`config.mk`:
```
export PLATFORM = sky130hd
export DESIGN_NAME = attn_out_collector
export DESIGN_NICKNAME = d
export VERILOG_FILES = /design/src/rtl/attn_pkg.sv /design/src/rtl/sync_fifo.sv /design/src/rtl/attn_out_collector.sv
export SDC_FILE = /design/constraint.sdc
export NUM_CORES = 1
export LEC_CHECK = 0
export BUFFER_PORTS_ARGS = -buffer_cell sky130_fd_sc_hd__buf_2
export CORE_UTILIZATION = 55
export CTS_BUF_LIST = sky130_fd_sc_hd__clkbuf_2 sky130_fd_sc_hd__clkbuf_4 sky130_fd_sc_hd__clkbuf_8
export CTS_CLUSTER_SIZE = 10
export DETAILED_ROUTE_END_ITERATION = 10
export PLACE_DENSITY = 0.81
export SETUP_SLACK_MARGIN = 0.2
export SYNTH_ARGS = -nofsm -noshare
export SYNTH_HDL_FRONTEND = slang
export SYNTH_SLANG_ARGS = --single-unit
```
`constraint.sdc`:
```
create_clock -name clk -period 11.25 [get_ports clk]
set_input_delay 0 -clock clk [delete_from_list [all_inputs] [get_ports clk]]
set_output_delay 0 -clock clk [all_outputs]
set_load 0.1 [all_outputs]
```
`src/rtl/attn_pkg.sv`:
```
// Shared types and sizes for the attention output collector.
package attn_pkg;

  localparam int VEC_W   = 128;
  localparam int ROW_W   = 2;
  localparam int TILE_W  = 5;
  localparam int IDX_W   = ROW_W + TILE_W;
  localparam int N_ROWS  = 4;
  localparam int N_TILES = 32;
  localparam int N_VEC   = 128;

  // One streamed result vector tagged with its matrix position.
  typedef struct packed {
    logic [ROW_W-1:0]  row;
    logic [TILE_W-1:0] tile;
    logic [VEC_W-1:0]  vec;
  } attn_vec_t;

  typedef enum logic [1:0] {
    S_IDLE    = 2'd0,
    S_COLLECT = 2'd1,
    S_DONE    = 2'd2
  } state_t;

  // Flat bitmap / address index of a vector: {row, tile}.
  function automatic logic [IDX_W-1:0] vec_index(input attn_vec_t e);
    return {e.row, e.tile};
  endfunction

endpackage

```
`src/rtl/sync_fifo.sv`:
```
// Small synchronous FIFO with async clear and a synchronous flush.
// Storage is a plain array; the head entry is presented combinationally.
module sync_fifo #(
  parameter int WIDTH = 8,
  parameter int DEPTH = 4
) (
  input  logic             clk,
  input  logic             rst,
  input  logic             flush,
  input  logic             push,
  input  logic             pop,
  input  logic [WIDTH-1:0] din,
  output logic [WIDTH-1:0] dout,
  output logic             full,
  output logic             empty
);

  localparam int AW = $clog2(DEPTH);

  logic [WIDTH-1:0] mem [DEPTH];
  logic [AW:0]      wr_ptr;
  logic [AW:0]      rd_ptr;
  logic             push_ok;
  logic             pop_ok;

  // A push into a full FIFO is legal only when the head leaves in the same cycle.
  assign pop_ok  = pop && !empty;
  assign push_ok = push && (!full || pop_ok);

  assign empty = (wr_ptr == rd_ptr);
  assign full  = (wr_ptr[AW-1:0] == rd_ptr[AW-1:0]) && (wr_ptr[AW] != rd_ptr[AW]);
  assign dout  = mem[rd_ptr[AW-1:0]];

  // Pointer update: clear and flush empty the queue, otherwise advance on push/pop.
  always_ff @(posedge clk or posedge rst) begin
    if (rst) begin
      wr_ptr <= '0;
      rd_ptr <= '0;
    end else if (flush) begin
      wr_ptr <= '0;
      rd_ptr <= '0;
    end else begin
      if (push_ok) wr_ptr <= wr_ptr + 1'b1;
      if (pop_ok)  rd_ptr <= rd_ptr + 1'b1;
    end
  end

  // Entry storage, no reset needed since pointers gate visibility.
  always_ff @(posedge clk) begin
    if (push_ok && !flush) mem[wr_ptr[AW-1:0]] <= din;
  end

endmodule

```
`src/rtl/attn_out_collector.sv`:
```
// Collects tagged GEMM result vectors, writes them to the output SRAM and
// tracks per-row and whole-matrix completion plus overflow/duplicate flags.
module attn_out_collector
  import attn_pkg::*;
#(
  parameter int         FIFO_DEPTH = 4,
  parameter logic [6:0] O_BASE     = 7'd0
) (
  input  logic         clk,
  input  logic         rst,
  input  logic         start,
  input  logic [127:0] in_vec,
  input  logic [1:0]   in_row,
  input  logic [4:0]   in_tile,
  input  logic         in_valid,
  output logic [6:0]   O_mem_addr,
  output logic [127:0] O_mem_din,
  output logic         O_mem_we,
  input  logic         O_mem_ready,
  output logic [3:0]   row_done,
  output logic         all_done,
  output logic         busy,
  output logic         overflow,
  output logic         dup_err
);

  state_t            state;
  logic              collecting;
  logic              fifo_push;
  logic              fifo_pop;
  logic              fifo_full;
  logic              fifo_empty;
  logic              drop;
  attn_vec_t         fifo_din;
  attn_vec_t         fifo_dout;
  logic [IDX_W-1:0]  wr_idx;
  logic              dup_hit;
  logic [N_VEC-1:0]  bitmap;
  logic [N_VEC-1:0]  bitmap_next;
  logic [N_ROWS-1:0] row_full;
  logic [7:0]        count;

  // start wins over everything else in the same cycle.
  assign collecting = (state == S_COLLECT) && !start;
  assign fifo_pop   = collecting && !fifo_empty && O_mem_ready;
  assign fifo_push  = collecting && in_valid && (!fifo_full || fifo_pop);
  assign drop       = collecting && in_valid && fifo_full && !fifo_pop;

  assign fifo_din = '{row: in_row, tile: in_tile, vec: in_vec};

  sync_fifo #(
    .WIDTH($bits(attn_vec_t)),
    .DEPTH(FIFO_DEPTH)
  ) u_fifo (
    .clk  (clk),
    .rst  (rst),
    .flush(start),
    .push (fifo_push),
    .pop  (fifo_pop),
    .din  (fifo_din),
    .dout (fifo_dout),
    .full (fifo_full),
    .empty(fifo_empty)
  );

  assign wr_idx  = vec_index(fifo_dout);
  assign dup_hit = bitmap[wr_idx];

  // Bitmap as it will look after this cycle's write, used for row completion.
  always_comb begin
    bitmap_next = bitmap;
    if (fifo_pop) bitmap_next[wr_idx] = 1'b1;
  end

  generate
    for (genvar gi = 0; gi < N_ROWS; gi++) begin : g_row
      assign row_full[gi] = &bitmap_next[gi*N_TILES +: N_TILES];
    end
  endgenerate

  // Registered SRAM write port: one write per popped entry, address wraps mod 128.
  always_ff @(posedge clk or posedge rst) begin
    if (rst) begin
      O_mem_we   <= 1'b0;
      O_mem_addr <= '0;
      O_mem_din  <= '0;
    end else begin
      O_mem_we <= fifo_pop;
      if (fifo_pop) begin
        O_mem_addr <= O_BASE + wr_idx;
        O_mem_din  <= fifo_dout.vec;
      end
    end
  end

  // Completion bookkeeping: bitmap, unique-write count, row_done and dup_err.
  always_ff @(posedge clk or posedge rst) begin
    if (rst) begin
      bitmap   <= '0;
      count    <= '0;
      row_done <= '0;
      dup_err  <= 1'b0;
    end else if (start) begin
      bitmap   <= '0;
      count    <= '0;
      row_done <= '0;
      dup_err  <= 1'b0;
    end else if (fifo_pop) begin
      bitmap   <= bitmap_next;
      row_done <= row_full;
      if (dup_hit) dup_err <= 1'b1;
      else         count   <= count + 8'd1;
    end
  end

  // Sticky loss flag for vectors that arrived while the FIFO was full.
  always_ff @(posedge clk or posedge rst) begin
    if (rst)        overflow <= 1'b0;
    else if (start) overflow <= 1'b0;
    else if (drop)  overflow <= 1'b1;
  end

  // Pass sequencing: idle -> collect until 128 unique writes -> done pulse.
  always_ff @(posedge clk or posedge rst) begin
    if (rst) begin
      state    <= S_IDLE;
      busy     <= 1'b0;
      all_done <= 1'b0;
    end else begin
      all_done <= 1'b0;
      if (start) begin
        busy  <= 1'b1;
        state <= S_COLLECT;
      end else begin
        case (state)
          S_COLLECT: if (count == 8'(N_VEC)) state <= S_DONE;
          S_DONE: begin
            all_done <= 1'b1;
            busy     <= 1'b0;
            state    <= S_IDLE;
          end
          default: state <= S_IDLE;
        endcase
      end
    end
  end

endmodule

```
Yosys cells after proc, flatten, opt, wreduce, memory -nomap -nowiden
Memories as Yosys holds them, arrays and structs flattened.
Index checks and enable logic that the tools add are counted.
Operators by class
  add/subtract/negate cells: 3
  order comparisons: 2
  eq/ne operators: 8
  mux-type cells: 30
  bitwise logic cells: 1
  reductions and logical operators: 30
Operators by type and width (count)
  128-bit 2-to-1 mux: 3
  128-bit bitwise OR: 1
  32-bit AND reduction: 4
  8-bit 2-to-1 mux: 3
  1-bit 2-to-1 mux: 13
  1-bit logical AND: 12
  3-bit 2-to-1 mux: 4
  2-bit nonzero test: 6
  8-bit by 1-bit adder with 8-bit output (second input constant): 1
  8-bit == test (second input constant): 1
  7-bit by 8-bit < comparator with 1-bit output (second input constant): 1
  4-bit 2-to-1 mux: 2
  1-bit binary-select mux with 7-bit select: 1
  1-bit demux with 7-bit select: 1
  7-bit by 1-bit greater-or-equal comparator with 1-bit output (second input constant): 1
  3-bit by 1-bit adder with 3-bit output (second input constant): 2
  2-bit 2-to-1 mux: 3
  1-bit logical NOT: 4
  2-bit AND reduction: 2
  3-bit == test: 1
  3-bit by 2-bit != test with 1-bit output (second input constant): 1
  2-bit by 1-bit == test with 1-bit output (second input constant): 1
  2-bit == test: 1
  2-bit == test (second input constant): 1
  3 further kinds: 4
Storage, ports and cells
  register bits after elaboration: 288
  memory bits (writable): 540
  input bits: 140
  memories: 1
Memories
  u_fifo.mem: words 4, width 135, read ports 1, clocked after memory_dff 0, write ports 1, line sync_fifo.sv:20  | logic [WIDTH-1:0] mem [DEPTH];

Longest topological paths before layout
Gate-level depths: netlist (run 1).
  word-level depth: 10
  depth in mapped cells: 13
  depth with buffers taken out: 9

Hierarchy
Synthesis (run 1) repeated with hierarchy kept, for this count alone.
Second synthesis, totals
  cells, all modules: 1961
  area, all modules: 31936.9 um^2
Modules (own cells, without submodules)
  sync_fifo: instances 1, cells each 762, area an instance 20078.0 um^2, seq. area each 16365.7 um^2
  attn_out_collector: instances 1, cells each 1199, area an instance 11858.9 um^2, seq. area each 7056.8 um^2

Worst setup path before layout (run 1)
No wires, ideal clock.
  path type: register -> register
  start point: register u_fifo.rd_ptr[0]
  end point: memory u_fifo.mem[3][0] (netlist bit) (enable)
  setup time: 512 ps
  data arrival time: 4305 ps
  required time: 10738 ps
  path slack: 6433 ps
  stages on the path, launching flop included: 6
  buffers on the path: 1
  period minus slack after synthesis: 4817 ps
  cells stage by stage: dfrtp_1 > buf_6 > xor2_1 > nor4b_1 > nor2_1 > and2_1
On the way
  cells in the longest elaborated chain, start to end: 10
Ends and longest elaborated chain
  start, declared: line sync_fifo.sv:22  | logic [AW:0] rd_ptr;
  start signal, assigned: line sync_fifo.sv:44  | if (pop_ok) rd_ptr <= rd_ptr + 1'b1;
  3-bit == test: line sync_fifo.sv:30  | assign empty = (wr_ptr == rd_ptr);
  1-bit logical NOT: line sync_fifo.sv:27, attn_out_collector.sv:45
  1-bit logical AND (2 in a row): line attn_out_collector.sv:45  | assign fifo_pop = collecting && !fifo_empty && O_mem_ready;
  1-bit logical OR / 1-bit logical AND (equally long branches): line attn_out_collector.sv:46, sync_fifo.sv:27
  1-bit logical AND / 1-bit logical OR (equally long branches): line attn_out_collector.sv:46, sync_fifo.sv:28
  1-bit logical AND *: line sync_fifo.sv:28  | assign push_ok = push && (!full || pop_ok);
  1-bit logical AND *: line sync_fifo.sv:50  | if (push_ok && !flush) mem[wr_ptr[AW-1:0]] <= din;
  1-bit 2-to-1 mux *: line sync_fifo.sv:50
  1-bit 2-to-1 mux (implied by the code) *: line sync_fifo.sv:50
  end, declared: line sync_fifo.sv:20
Every way passes the cells marked *; elsewhere a longest branch is shown, timed or not.

Final worst setup path (run 1)
  start point: register u_fifo.rd_ptr[0]
  end point: register count[3]
On the way
  cells in the longest elaborated chain, start to end: 6
Ends and longest elaborated chain
  parallel branches: the longest is 5 deep, another holds memory 4 x 135 bit
  2-bit AND reduction (no line) *
  end signal, assigned: line attn_out_collector.sv:112  | else count <= count + 8'd1;
  end, declared: line attn_out_collector.sv:41  | logic [7:0] count;
Mark *: on every way between the ends. The select of a mux whose other input is x is not followed.
A chain may end at the register's enable or synchronous reset.

==> results of run 1 <==
==> registers in the layout (all words and copies together) (netlist names), 2 cells and up <==
signal	count
O_mem_addr	7
O_mem_din	128
bitmap	128
count	8
row_done	4
state	2
u_fifo.mem	540
u_fifo.rd_ptr	3
u_fifo.wr_ptr	3
==> layout make-up <==
type	instances	share of cell area, %
clock buffer	214	6.476
inverter	15	0.1743
sequential	828	59.33
clock inverter	27	0.6020
timing repair buffer	588	11.15
antenna	9	0.05703
tap	756	2.395
multi-input combinational	820	19.81
==> power groups by stage <==
| stage | clock network, mW | logic (mW) | registers, mW |
|---|---|---|---|
| floorplan | 0 | 0.597 | 5.55 |
| global placement | 0 | 2.89 | 3.77 |
| detailed placement | 0 | 2.92 | 3.78 |
| CTS | 2.70 | 3.01 | 3.74 |
| global route | 2.88 | 3.13 | 3.79 |
| finish | 2.73 | 3.06 | 3.77 |
==> placed cells by master (no fill, tap or decap), drive strengths merged, types with 39 or more instances in the layout <==
master       instances
mux2i               67
buf                310
mux2               133
a21oi              144
edfxtp             540
dfrtp              288
nor2               159
clkbuf             214
dlygate4sd3        278
mux4               135
nand2               39
==> worst reg2reg max path: cells and delay by family (launching register included) <==
kind,cells,cell delay [ns]
buf+inv,1,0.82
simple gates,1,1.15
mux,3,1.33
flops,1,0.83
compound gates,4,1.39
==> worst paths after layout <==
check / from / to / slack (ns) / cells past startpoint
min in group asynchronous: rst / O_mem_din[85] / 0.52 / 4
setup reg to reg: u_fifo.rd_ptr[0] / count[3] / 5.67 / 9
hold / removal: in_row[0] / u_fifo.mem[0][133] / 0.05 / 2
max in group asynchronous: rst / bitmap[77] / 8.35 / 6
hold reg to reg: row_done[2] / row_done[2] / 0.50 / 2
setup / recovery: u_fifo.rd_ptr[0] / count[3] / 5.67 / 9
==> kinds of logic after synthesis <==
logic type | count (synthesis)
mux | 335
xor+xnor | 8
buf+inv | 107
compound gates | 194
fa+ha+maj | 7
simple gates | 276
flops | 828
==> per-layer routing <==
layer	vias to the layer above	wire length, um
li1	8101	-
met4	4	2775
met1	10050	31430
met2	1037	42750
met5	-	24
met3	198	6745
==> through the flow <==
step / setup WS [ns] / hold WS, ns / area [um2] / util (%)
after detailed placement: 5.556 / 0.2161 / 33880 / 59.86
after floorplan: 3.301 / 0.09887 / 31690 / -
after CTS: 5.542 / 0.002443 / 39460 / 69.71
after global routing: 5.150 / 0.03973 / 39480 / 69.75
after global placement: 5.679 / 0.2086 / 33880 / 59.86
final: 5.675 / 0.05354 / 39490 / 69.76
==> timing repair <==
item                                   4_1_cts  5_1_grt
hold buffers                               278        0
buffers inserted                             0        0
resized for setup                            0        0
endpoints found under the hold margin      745        0
==> flow_summary_export.csv, run 1 <==
group,metric,value,unit
power_and_ir_drop,power_report.internal_total,5.628,mW
synth,synth.top_cells.by_count,"sky130_fd_sc_hd__edfxtp_1, sky130_fd_sc_hd__dfrtp_1, sky130_fd_sc_hd__nor2_1",
critical_path,timing.critical_path.cells,"buf_4, mux4_2, nor2_1, a22oi_1, a21oi_1, o41ai_2, a41oi_2, mux2_2, mux2i_1",
power_and_ir_drop,ir_drop,256.8,uV
synth,post_synth_main_area_contributors,"sky130_fd_sc_hd__edfxtp_1, sky130_fd_sc_hd__dfrtp_1, sky130_fd_sc_hd__mux4_2, sky130_fd_sc_hd__mux2_2, sky130_fd_sc_hd__a21oi_1",
synth,yosys.cell_count.top_type,"sky130_fd_sc_hd__edfxtp_1",
synth,synth.avg_cell_area,18.06,um2
sta,rsz0062_at_grt,"false",
sta,setup_total_negative_slack,0,ns
power_and_ir_drop,power-per-cell-area,241.8,nW/um2
sta,worst-slew-pin-transition,1.460,ns
synth,synth_cells,1755,
drt,drtIter0Drc,1819,
floorplan,floorplan.die.width,242.0,um
drt,drcViolationCount,0,
sta,final_min_period_over_clock_period,49.56,%
synth,synth_area_leader_cell,"sky130_fd_sc_hd__edfxtp_1",
power_and_ir_drop,power.clock.fraction,28.5,%
synth,synth_area,31690,um2
global_route,initial_antenna_violation_count,9,
critical_path,critical_path.startpoint_type,"flop",
sta,final_max_slew_viol_count,0,
floorplan,core.rowCount,87,
sta,setup_viol,0,
global_route,global_route.usage.met1,36.60,%
min_path,hp-class,"input pin to flop",
power_and_ir_drop,power_switching,3.922,mW
final_layout,final_nets,2533,
synth,post_synth_fa_ha_maj_area_fraction,0.2764,%
power_and_ir_drop,totalPowerFinal,9.549,mW
critical_path,end_kind,"flop",
outcome,status,"completed",
clocking,cts-root-buf,"sky130_fd_sc_hd__clkbuf_8",
clocking,cts_tree,"done",
floorplan,floorplan.die_area,58580,um2
global_route,met3_resource_use_gr,7.278,%
drt,ant_nets,0,
synth,yosys_most_used_dff,"sky130_fd_sc_hd__edfxtp_1",
sta,fmax,179.4,MHz
critical_path,worstPathArrival,6.27,ns
synth,yosysWarnings,0,
clocking,clock_path_buffers,3,
clocking,clock_sinks,828,
flow_run,timing.max_cap.violations,0,
clocking,cts_buffers,133,
power_and_ir_drop,power.sequential.fraction,39.5,%
synth,synth-async-reset-ratio,34.78,%
synth,postSynthNetCount,1902,
floorplan,die_y,242.0,um
clocking,path_clk_slew,0.06,ns
floorplan,top_level_ports,284,
drt,postRouteWirelength,83730,um
power_and_ir_drop,total_leakage_power,14.97,nW
synth,dominant_combinational_cell_family_by_area_after_synthesis,"multiplexers",
critical_path,cp_max_stage_cell,"sky130_fd_sc_hd__nor2_1",
place,number_of_cells_after_detailed_placement,2729,
global_route,globalRouteTotalUtil,29.06,%
place,hpwlAfterDp,41370,um
clocking,worstSkewPairLatency,0.80,ns
critical_path,critical_path_class,"flop to flop",
synth,synth_compound_area_share,3.601,%
global_route,grt-busiest-layer,"met2",
drt,dr.pass1.iters,9,
synth,yosysUniqueCellTypes,44,
drt,post_drt_wl_per_cell,25.71,um
sta,clock-skew-final,0.05283,ns
synth,netlist.area_leader.share,51.17,%
critical_path,path_max_fanout,45,
sta,headroom_to_the_max_slew_limit,2.312,%
floorplan,core_area,56600,um2
critical_path,worst_path_max_stage_delay,1.15,ns
global_route,number_of_global_route_vias_before_repair,20770,
global_route,grtUsageMet2,48.49,%
synth,synth-xor-area-share,0.2211,%
global_route,grt.overflow.total,0,
synth,synth.mux.area_fraction,16.44,%
global_route,grt_max_degree,115,
critical_path,crit_path_leading_delay_family,"compound AO/OA/AOI/OAI gates",
final_layout,synthToLayoutAreaGrowth,24.61,%
place,globalplace.congestion,0.8869,
final_layout,drive_gt1_share,33.63,%
final_layout,number_of_fill_cells,3379,
global_route,wire_length_of_the_first_global_routing_pass,127100,um
final_layout,multiInputGateArea,7823,um2
synth,synth_edf_count,540,
place,place.port_buffers,283,
sta,period_minus_slack,5.575,ns
synth,synth_seq_area_share,73.91,%
critical_path,critical_path_required,11.95,ns
synth,postSynthRegisterBits,828,
drt,viasPerCell,5.955,
final_layout,layout.cells.non_filler,3257,
critical_path,crit_buf_inv,1,
power_and_ir_drop,netSwitchingFraction,41.07,%
drt,routed-via-count,19390,
sta,final-hold-violation-count,0,
clocking,cts.htree.levels,4,
final_layout,final-seq-area,23430,um2
power_and_ir_drop,power_frac_comb,32.0,%
floorplan,start_util,55.98,%
synth,synth_simple_gate_area_share,3.988,%
(Power assumes the default switching activity.)
==> run 2: changes to the inputs <==
--- a/config.mk
+++ b/config.mk
@@ -10,7 +10,7 @@
 export CTS_BUF_LIST = sky130_fd_sc_hd__clkbuf_2 sky130_fd_sc_hd__clkbuf_4 sky130_fd_sc_hd__clkbuf_8
 export CTS_CLUSTER_SIZE = 10
 export DETAILED_ROUTE_END_ITERATION = 10
-export PLACE_DENSITY = 0.81
+export PLACE_DENSITY = 0.84
 export SETUP_SLACK_MARGIN = 0.2
 export SYNTH_ARGS = -nofsm -noshare
 export SYNTH_HDL_FRONTEND = slang
==> constraint.sdc (replaced) <==
create_clock -name clk -period 4.7 [get_ports clk]
set_input_delay 0 -clock clk [delete_from_list [all_inputs] [get_ports clk]]
set_output_delay 0 -clock clk [all_outputs]
set_load 0.1 [all_outputs]
==> flow_summary_export.csv, run 2 (synthesis gave the netlist of run 1 again) <==
group,metric,value,unit
outcome,status,"completed",
critical_path,worstPathArrival,4.72,ns
drt,drcViolationCount,0,
floorplan,die_y,242.0,um
final_layout,final_nets,2533,
drt,dr.pass1.iters,6,
drt,ant_nets,0,
global_route,grt_max_degree,139,
clocking,clock_path_buffers,3,
place,place.port_buffers,283,
critical_path,critical_path_class,"flop to flop",
critical_path,critical_path.startpoint_type,"flop",
min_path,worst_hold_path.num_cells,2,
floorplan,floorplan.die_area,58580,um2
final_layout,drive_gt1_share,33.69,%
critical_path,path_max_fanout,36,
sta,setup_viol,0,
global_route,wire_length_of_the_first_global_routing_pass,129600,um
place,hpwlAfterDp,42410,um
sta,final_min_period_over_clock_period,85.56,%
floorplan,floorplan.die.width,242.0,um
critical_path,end_kind,"flop",
global_route,grt.overflow.total,0,
place,globalplace.congestion,0.8956,
clocking,worstSkewPairLatency,0.82,ns
min_path,hp-class,"input pin to flop",
final_layout,layout.cells.most_common_list,"sky130_fd_sc_hd__edfxtp_1, sky130_fd_sc_hd__dfrtp_1, sky130_fd_sc_hd__buf_2",
clocking,cts_hold_buffers,268,
global_route,initial_antenna_violation_count,4,
flow_run,timing.max_cap.violations,0,
clocking,cts_repair_resize_count,0,
sta,clock-skew-final,0.05998,ns
sta,headroom_to_the_max_slew_limit,27.43,%
clocking,path_clk_slew,0.06,ns
power_and_ir_drop,total_leakage_power,14.95,nW
floorplan,core_area,56600,um2
final_layout,number_of_fill_cells,3313,
global_route,number_of_global_route_vias_before_repair,20980,
clocking,cts.htree.levels,4,
clocking,cts_buffers,130,
clocking,clock_sinks,828,
final_layout,synthToLayoutAreaGrowth,24.67,%
sta,final_max_slew_viol_count,0,
critical_path,critical_path_required,5.40,ns
critical_path,ff2ff_path_depth,9,
critical_path,worst-r2r-setup-slack,0.68,ns
final_layout,largest_register_ff_count,540,
global_route,globalRouteTotalUtil,29.72,%
sta,rsz0062_at_grt,"false",
power_and_ir_drop,totalPowerFinal,22.80,mW
power_and_ir_drop,power-per-cell-area,577.1,nW/um2
floorplan,core.rowCount,87,
clocking,cts_post_setup_buffers_inserted,0,
sta,final-hold-violation-count,0,
clocking,cts_tree,"done",
floorplan,start_util,55.98,%
power_and_ir_drop,ir_drop,641.8,uV
floorplan,top_level_ports,284,
drt,post_drt_wl_per_cell,26.25,um
sta,setup_total_negative_slack,0,ns
sta,worst-slew-pin-transition,1.084,ns
clocking,cts-root-buf,"sky130_fd_sc_hd__clkbuf_8",
final_layout,layout_commonest_cell,"sky130_fd_sc_hd__edfxtp_1",
sta,period_minus_slack,4.021,ns
sta,fmax,248.7,MHz
drt,routed-via-count,19560,
drt,viasPerCell,6.012,
drt,drtIter0Drc,2180,
drt,postRouteWirelength,85410,um
## run 2: where the power goes
group | internal [mW] | total (mW) | leakage (nW) | switching [mW]
registers | 8.50 | 8.98 | 8.64 | 0.482
logic | 1.49 | 7.40 | 4.87 | 5.91
clock network | 3.46 | 6.42 | 1.44 | 2.96
## run 2: cell type report
type                    instances  area, um2  share of cell area (%)
diodes                          5      12.51                 0.03167
clock buffers                 205       2509                   6.350
clock inverters                34      214.0                  0.5416
inverters                      15      65.06                  0.1647
multi-input cells             820       7791                   19.72
flip-flops and latches        828      23430                   59.31
well taps                     756      945.9                   2.394
repair buffers                591       4539                   11.49
## run 2: worst paths after layout
check / from / end
worst max-delay path: u_fifo.rd_ptr[0] / count[4]
worst min-delay path: in_vec[126] / u_fifo.mem[3][126]
worst max register to register: u_fifo.rd_ptr[0] / count[4]
worst min register to register: state[1] / state[1]
max in group asynchronous: rst / O_mem_din[16]
min in group asynchronous: rst / O_mem_din[120]
## run 2: worst max-delay path, stage by stage, from the launching register on
cell and delay, ns:
sky130_fd_sc_hd__dfrtp_4 0.49, sky130_fd_sc_hd__mux4_4 0.98, sky130_fd_sc_hd__buf_12 0.31, sky130_fd_sc_hd__mux2i_1 0.15
sky130_fd_sc_hd__a22oi_1 0.29, sky130_fd_sc_hd__a21oi_1 0.12, sky130_fd_sc_hd__o41ai_2 0.44, sky130_fd_sc_hd__a41oi_2 0.49
sky130_fd_sc_hd__or3b_1 0.49, sky130_fd_sc_hd__nand3_1 0.08
## run 2: metrics by stage
stage                     std cells  worst slack [ns]  utilization, %  area (um2)  hold WS [ns]
final                          3254            0.6788           69.79       39510       0.04062
after global routing           3251            0.4886           69.78       39500       0.01940
after CTS                      3249            0.7247           69.77       39490     0.0001626
after detailed placement       2742            0.7565           60.22       34090        0.2073
after global placement         2742            0.7881           60.22       34090        0.1969
after floorplan                1755            0.8808               -       31700       0.09887
## run 2: metal layers
metal	global-route usage [%]	vias to the layer above	part of all wire (%)
met5	0	-	0.027
met4	12.27	4	3.6
met3	8.519	225	8.6
met2	49.71	1123	51
met1	36.48	10090	36
li1	-	8121	-
